$ cat config.mk
export PLATFORM = sky130hd
export DESIGN_NAME = fsk_tx_ctrl_flat
export DESIGN_NICKNAME = d
export VERILOG_FILES = /design/src/rtl/fsk_ctrl_pkg.sv /design/src/rtl/fsk_tx_ctrl_if.sv /design/src/rtl/fsk_bit_timer.sv /design/src/rtl/fsk_tx_ctrl.sv /design/src/flat_wrapper.sv
export SDC_FILE = /design/constraint.sdc
export NUM_CORES = 1
export LEC_CHECK = 0
export ABC_AREA = 0
export CORE_MARGIN = 10
export CORE_UTILIZATION = 44
export CTS_BUF_LIST = sky130_fd_sc_hd__clkbuf_8
export DETAILED_ROUTE_END_ITERATION = 16
export GPL_TIMING_DRIVEN = 0
export PLACE_DENSITY_LB_ADDON = 0.12
export SYNTH_ARGS = -nofsm -noshare
export SYNTH_HDL_FRONTEND = slang
export SYNTH_HIERARCHICAL = 1
export SYNTH_SLANG_ARGS = --single-unit
$ cat constraint.sdc
create_clock -name clk -period 5.4 [get_ports clk]
set_input_delay 0.81 -clock clk [delete_from_list [all_inputs] [get_ports clk]]
set_output_delay 0.81 -clock clk [all_outputs]
set_load 0.02 [all_outputs]
$ cat src/rtl/fsk_ctrl_pkg.sv
// fsk_tx_ctrl shared types and constants.
// Defines state_t, byte_t, sync and byte-slot sizes, plus byte_slot().
package fsk_ctrl_pkg;

  typedef enum logic [2:0] {
    IDLE,
    PREAMBLE,
    SYNC,
    DATA,
    GAP
  } state_t;

  typedef logic [7:0] byte_t;

  localparam logic [15:0] SYNC_WORD_DEF = 16'hD391;
  localparam int SYNC_LEN = 16;

`ifdef FSK_TX_PARITY_EN
  localparam int BITS_PER_BYTE = 9;
`else
  localparam int BITS_PER_BYTE = 8;
`endif

  function automatic int max_int(input int a, input int b);
    return (a > b) ? a : b;
  endfunction

  // Byte slot left-aligned in 16 bits, MSB sent first.
  // With parity, the even-parity bit follows bit 0.
  function automatic logic [15:0] byte_slot(input byte_t d);
`ifdef FSK_TX_PARITY_EN
    return {d, ^d, 7'b0};
`else
    return {d, 8'b0};
`endif
  endfunction

endpackage

$ cat src/rtl/fsk_tx_ctrl_if.sv
// Payload byte stream into fsk_tx_ctrl.
// s_valid/s_data/s_last from source, s_ready back.
interface fsk_tx_ctrl_if;
  import fsk_ctrl_pkg::*;

  logic  s_valid;
  byte_t s_data;
  logic  s_last;
  logic  s_ready;

  modport master (
    output s_valid,
    output s_data,
    output s_last,
    input  s_ready
  );

  modport slave (
    input  s_valid,
    input  s_data,
    input  s_last,
    output s_ready
  );

endinterface

$ cat src/rtl/fsk_bit_timer.sv
// Bit period counter: 0..BIT_PERIOD-1 while run.
// Ports: clk, reset, clear, run in; bit_end out.
module fsk_bit_timer #(
  parameter int BIT_PERIOD = 512
) (
  input  logic clk,
  input  logic reset,
  input  logic clear,
  input  logic run,
  output logic bit_end
);

  localparam int CW = $clog2(BIT_PERIOD);
  localparam logic [CW-1:0] LAST = CW'(BIT_PERIOD - 1);

  logic [CW-1:0] cnt;

  assign bit_end = run && (cnt == LAST);

  always_ff @(posedge clk or posedge reset) begin
    if (reset) begin
      cnt <= '0;
    end else if (clear) begin
      cnt <= '0;
    end else if (run) begin
      cnt <= bit_end ? '0 : cnt + 1'b1;
    end
  end

endmodule

$ cat src/rtl/fsk_tx_ctrl.sv
// FSK frame sequencer: preamble, sync, payload, gap.
// Ports: clk, reset, s (stream slave), mod_din,
// mod_enable, busy, bit_strobe, underrun.
// Option: FSK_TX_PARITY_EN adds even parity per byte.
module fsk_tx_ctrl
  import fsk_ctrl_pkg::*;
#(
  parameter int          BIT_PERIOD    = 512,
  parameter int          PREAMBLE_BITS = 16,
  parameter logic [15:0] SYNC_WORD     = SYNC_WORD_DEF,
  parameter int          GAP_BITS      = 4
) (
  input  logic         clk,
  input  logic         reset,
  fsk_tx_ctrl_if.slave s,
  output logic         mod_din,
  output logic         mod_enable,
  output logic         busy,
  output logic         bit_strobe,
  output logic         underrun
);

  localparam int IMAX = max_int(
    max_int(PREAMBLE_BITS, SYNC_LEN),
    max_int(GAP_BITS, BITS_PER_BYTE));
  localparam int IW = $clog2(IMAX);

  localparam logic [IW-1:0] PRE_LAST  = IW'(PREAMBLE_BITS - 1);
  localparam logic [IW-1:0] SYNC_LAST = IW'(SYNC_LEN - 1);
  localparam logic [IW-1:0] BYTE_LAST = IW'(BITS_PER_BYTE - 1);
  localparam logic [IW-1:0] GAP_LAST  = IW'(GAP_BITS - 1);

  state_t        st;
  logic [IW-1:0] idx;
  logic [15:0]   sh;
  logic          last_q;
  logic          bit_end;
  logic          load;
  logic [15:0]   slot;

  fsk_bit_timer #(
    .BIT_PERIOD(BIT_PERIOD)
  ) u_timer (
    .clk    (clk),
    .reset  (reset),
    .clear  (st == IDLE),
    .run    (st != IDLE),
    .bit_end(bit_end)
  );

  // Next byte is needed after sync and after
  // every byte that did not carry s_last.
  always_comb begin
    load = 1'b0;
    unique case (1'b1)
      (st == SYNC):
        load = bit_end && (idx == SYNC_LAST);
      (st == DATA):
        load = bit_end && (idx == BYTE_LAST)
               && !last_q;
      default:
        load = 1'b0;
    endcase
  end

  assign slot       = byte_slot(s.s_data);
  assign s.s_ready  = load;
  assign underrun   = load && !s.s_valid;
  assign bit_strobe = bit_end;
  assign busy       = (st != IDLE);

  always_ff @(posedge clk or posedge reset) begin
    if (reset) begin
      st         <= IDLE;
      idx        <= '0;
      sh         <= '0;
      last_q     <= 1'b0;
      mod_din    <= 1'b0;
      mod_enable <= 1'b0;
    end else if (load) begin
      idx <= '0;
      if (s.s_valid) begin
        st      <= DATA;
        last_q  <= s.s_last;
        mod_din <= slot[15];
        sh      <= {slot[14:0], 1'b0};
      end else begin
        st         <= GAP;
        mod_din    <= 1'b0;
        mod_enable <= 1'b0;
      end
    end else begin
      unique case (st)
        IDLE: begin
          if (s.s_valid) begin
            st         <= PREAMBLE;
            idx        <= '0;
            mod_enable <= 1'b1;
            mod_din    <= 1'b1;
          end
        end
        PREAMBLE: begin
          if (bit_end) begin
            if (idx == PRE_LAST) begin
              st      <= SYNC;
              idx     <= '0;
              mod_din <= SYNC_WORD[15];
              sh      <= {SYNC_WORD[14:0], 1'b0};
            end else begin
              idx     <= idx + 1'b1;
              mod_din <= ~mod_din;
            end
          end
        end
        SYNC, DATA: begin
          if (bit_end) begin
            // Only a last-tagged byte reaches here
            // at its final bit; others load above.
            if (st == DATA && idx == BYTE_LAST) begin
              st         <= GAP;
              idx        <= '0;
              mod_din    <= 1'b0;
              mod_enable <= 1'b0;
            end else begin
              idx     <= idx + 1'b1;
              mod_din <= sh[15];
              sh      <= {sh[14:0], 1'b0};
            end
          end
        end
        GAP: begin
          if (bit_end) begin
            if (idx == GAP_LAST) begin
              st  <= IDLE;
              idx <= '0;
            end else begin
              idx <= idx + 1'b1;
            end
          end
        end
        default: st <= IDLE;
      endcase
    end
  end

endmodule
$ cat src/flat_wrapper.sv
// flat-port wrapper written by rule: the top's interface ports become plain ports
module fsk_tx_ctrl_flat import fsk_ctrl_pkg::*;
#(
  parameter int          BIT_PERIOD    = 512,
  parameter int          PREAMBLE_BITS = 16,
  parameter logic [15:0] SYNC_WORD     = SYNC_WORD_DEF,
  parameter int          GAP_BITS      = 4
)
  (clk, reset, mod_din, mod_enable, busy, bit_strobe, underrun, s_s_valid, s_s_data, s_s_last, s_s_ready);
  fsk_tx_ctrl_if s_i ();
  input  logic clk;
  input  logic reset;
  output logic mod_din;
  output logic mod_enable;
  output logic busy;
  output logic bit_strobe;
  output logic underrun;
  input wire logic [$bits(s_i.s_valid)-1:0] s_s_valid;
  input wire logic [$bits(s_i.s_data)-1:0] s_s_data;
  input wire logic [$bits(s_i.s_last)-1:0] s_s_last;
  output wire logic [$bits(s_i.s_ready)-1:0] s_s_ready;
  assign s_i.s_valid = s_s_valid;
  assign s_i.s_data = s_s_data;
  assign s_i.s_last = s_s_last;
  assign s_s_ready = s_i.s_ready;
  fsk_tx_ctrl #(.BIT_PERIOD(BIT_PERIOD), .PREAMBLE_BITS(PREAMBLE_BITS), .SYNC_WORD(SYNC_WORD), .GAP_BITS(GAP_BITS)) u_core (.clk(clk), .reset(reset), .s(s_i), .mod_din(mod_din), .mod_enable(mod_enable), .busy(busy), .bit_strobe(bit_strobe), .underrun(underrun));
endmodule
==> metrics.md <==
| Metric | Value |
|---|---|
| Accumulated negative setup slack | `0 ps` |
| Largest incremental delay on the critical path | `740 ps` |
| Vertical die dimension | `89.1 µm` |
| Antenna-violating nets left | `0` |
| Post-CTS Hold Fix Bufs | `0` |
| Clock Root Buffer | `clkbuf_8` |
| Share of the clock period used by the worst path after layout | `85.7%` |
| Post-synth top area share | `40.5%` |
| Number of global-route vias before repair | `1721` |
| Share of post-route cells with drive strength above 1 | `14.7%` |
| Post-route insts no fill | `299` |
| First-pass DRT Iterations | `4` |
| FF-to-FF setup slack | `1810 ps` |
| Maximum count of clock buffers along a single path | `2` |
| Final weighted congestion in routability-driven placement | `0.817` |
| Top library cells by usage in the layout, fill and taps aside | `34 x dfrtp_1, 19 x nand2_1, 17 x clkdlybuf4s50_1, 17 x nor2_1, 17 x mux2_2` |
| Destination of the worst register-to-register timing path | `u_core/st[2]$_DFFE_PP0P_` |
| Die Width | `89.1 µm` |
| Clock transition time at the flip-flop clock pins of the worst setup and hold paths | `70 ps` |
| Switching power | `0.000320 W` |
| WS Path Type | `flop to output pin` |
| Most common cell after layout, fill and taps aside | `dfrtp_1` |
| CP Launch Type | `flop` |
| Net switching share of the total power | `39.0%` |
| Total global routing overflow | `0` |
| Post-layout total power | `0.000820 W` |
| Routed vias | `1711` |
| Routed wirelength normalized by instance count | `15.3 µm` |
| Biggest area contributors in the synthesized netlist | `dfrtp_1 41%, mux2_2 9.1%, mux2i_1 5.7%, nand2_1 3.4%, nor2_1 3.0%` |
| Post-Synthesis Cells | `220` |
| Data required time at the worst endpoint | `4590 ps` |
| Mean area per synthesized cell | `9.54 µm²` |
| Signal arrival time at the worst endpoint | `3820 ps` |
| Crit path top cell by count | `clkbuf_1` |
| Largest fanout of any net on the critical path | `11` |
| Reg-to-reg startpoint | `u_core/st[2]$_DFFE_PP0P_` |
| Number of maximum-capacitance violations | `0` |
| Clock network power share | `24.5%` |
| Largest net degree at the start of global routing | `26` |
| Number of antenna violations at the first check in global routing | `0` |
| Routed via count divided by cell count | `5.72` |
| Kind of path behind the tightest hold check | `flop to flop` |
| Initial DRC Count | `151` |
| I/O pin count | `18` |
| Count of flip-flops with a built-in enable after synthesis | `0` |
| Global-route wire length before repair | `7990 µm` |
| Most common flop cell mapped by yosys | `dfrtp_1` |
| Slew headroom | `32.5%` |
| Post-placement cell count | `291` |
| Number of synthesized register bits | `34` |
| Number of instances resized during post-cts repair | `0` |
| Post-Route Skew | `7.33 ps` |
| Maximum level of the CTS H-tree | `2` |
| Crit path capture | `s_s_ready` |
| Worst R2R Path Depth | `10` |
| Critical-path top delay cell | `clkdlybuf4s50_1` |
| Floorplan row count | `25` |
| Final count of hold timing violations | `0` |
| Cell type with the largest total area after synthesis | `dfrtp_1` |
| Effective utilization at floorplan | `45.0%` |
| Netlist cell types | `52` |
| Setup Fix Bufs, Post-CTS | `0` |
| Setup repair after global routing missed its margin | `no` |
| Drc violations | `0` |
| TritonCTS clock tree | `done` |
| Final nets | `259` |
| Slew at the pin closest to its max-slew limit | `1010 ps` |
| Number of warnings issued by yosys | `6` |
| Count of final max-slew check failures | `0` |
| Synth Cell Area | `0.00210 mm²` |
| Maximum achievable frequency | `216 MHz` |
| Drt total wl | `4580 µm` |
| Cells along the critical path | `clkbuf_1 -> clkbuf_1 -> or3_1 -> nand2_1 -> inv_1 -> clkbuf_1 -> inv_1 -> a211oi_1 -> clkdlybuf4s50_1` |
| Design internal power | `0.000500 W` |
| Proportion of synthesized flip-flops having asynchronous set or reset | `100%` |
| Post-DP HPWL | `3170 µm` |
| Post-layout util | `52.2%` |
| Hold path start | `u_core/sh[1]$_DFFE_PP0P_` |
| Source-to-sink clock delay at the later pin of the worst-skew pair | `290 ps` |
| Number of clock sinks seen by CTS | `34` |
| Static leakage | `1.04 nW` |
| Type of element capturing the critical path | `output pin` |
| Diodes inserted | `0` |
| Port-buffer cells | `17` |
| Area delta synth->final | `15.9%` |
| Final setup viols | `0` |
| Maximum ir drop on the vdd rail | `0.129 mV` |
| Net count after synthesis | `235` |
| Pwr Density | `337 mW/mm²` |
| Number of buffers inserted during clock tree synthesis | `5` |
| Core footprint | `0.00466 mm²` |
| Relative contribution of sequential cells to total power | `36.3%` |
| Start point of the critical path | `u_core/st[2]$_DFFE_PP0P_` |
| Minimum clock period after layout | `4630 ps` |
| Die area | `0.00793 mm²` |
| Overall routing resource usage | `12.5%` |
| Sequential share of the synthesized area | `40.5%` |
| Result of the run | `completed` |
| Combinational power share | `39.2%` |
-- per-layer routing --
metal | wire, µm | up-vias | part of all wire [%] | track usage, %
met1 | 2330 | 821 | 51 | 16.3
met3 | 232 | 4 | 5.1 | 3.19
met5 | 0 | - | 0 | 0
met4 | 45 | 0 | 0.98 | 4.62
met2 | 1970 | 39 | 43 | 19.6
li1 | - | 847 | - | -
-- power by group through the flow --
stage	registers [W]	clock network [W]	logic, W
final	0.000298	0.000201	0.000322
after global routing	0.000303	0.000217	0.000360
after CTS	0.000297	0.000208	0.000322
after detailed placement	0.000302	0	0.000320
after global placement	0.000302	0	0.000320
after floorplan	0.000300	0	0.000229
-- area by class of cell --
type | count | area (µm²)
fillers | 442 | 2230
multi-input cells | 162 | 1150
flip-flops and latches | 34 | 851
repair buffers | 17 | 170
clock buffers | 6 | 82.6
well taps | 54 | 67.6
plain buffers | 12 | 47.5
inverters | 12 | 45.0
clock inverters | 2 | 12.5
-- registers in the layout (all words and copies together), names as in the netlist --
signal / count
u_core/sh: 15
u_core/u_timer/cnt: 9
u_core/idx: 4
u_core/st: 3
u_core/last_q: 1
u_core/mod_din: 1
u_core/mod_enable: 1
-- through the flow --
stage / cell area, µm² / worst slack [ps] / hold slack [ps]
final: 2430 / 773 / 499
after detailed placement: 2340 / 1140 / 484
after global placement: 2340 / 1140 / 480
after global routing: 2430 / 400 / 517
after floorplan: 2100 / 1900 / 471
after CTS: 2430 / 807 / 502
-- worst max-delay path: cells and delay by family, from the launching register on --
| family | cells | cell delay, ps |
|---|---|---|
| buffers and inverters | 6 | 2050 |
| AOI/OAI and AO/OA | 1 | 630 |
| and+or+nand+nor | 2 | 520 |
| DFF | 1 | 330 |
-- kinds of logic after synthesis --
logic type / after synthesis / synth area share (%)
xor+xnor: 2 / 0.835
fa+ha+maj: 3 / 1.79
flops: 34 / 40.5
mux: 29 / 14.8
compound gates: 44 / 15.6
simple gates: 84 / 22.0
buf+inv: 24 / 4.41
-- synthesized netlist by cell type (2+ instances only) --
cell type and instances:
a41oi_1 2, inv_1 12, nand2_1 19, nor2b_1 5
a22o_1 3, o311ai_0 2, nor2_1 17, and3_1 4
o2111ai_1 2, or2_2 2, a31oi_1 4, a21oi_1 10
mux2_2 17, clkbuf_1 9, o21ai_0 10, or4_1 3
xnor2_1 2, or3_1 3, nand3b_1 2, dfrtp_1 34
mux2i_1 12, ha_1 3, nor3_1 4, nand2b_1 5
nand3_1 7
-- how the worst min path moves through the flow --
stage	end	slack (ps)	depth (start not counted)
floorplan	u_core/sh[1]$_DFFE_PP0P_	470	1
CTS	u_core/sh[1]$_DFFE_PP0P_	500	1
global route	u_core/sh[3]$_DFFE_PP0P_	520	1
global placement	u_core/sh[6]$_DFFE_PP0P_	480	1
detailed placement	u_core/sh[1]$_DFFE_PP0P_	480	1
finish	u_core/sh[1]$_DFFE_PP0P_	500	1
No activity file was read; power rests on OpenSTA's default activity.
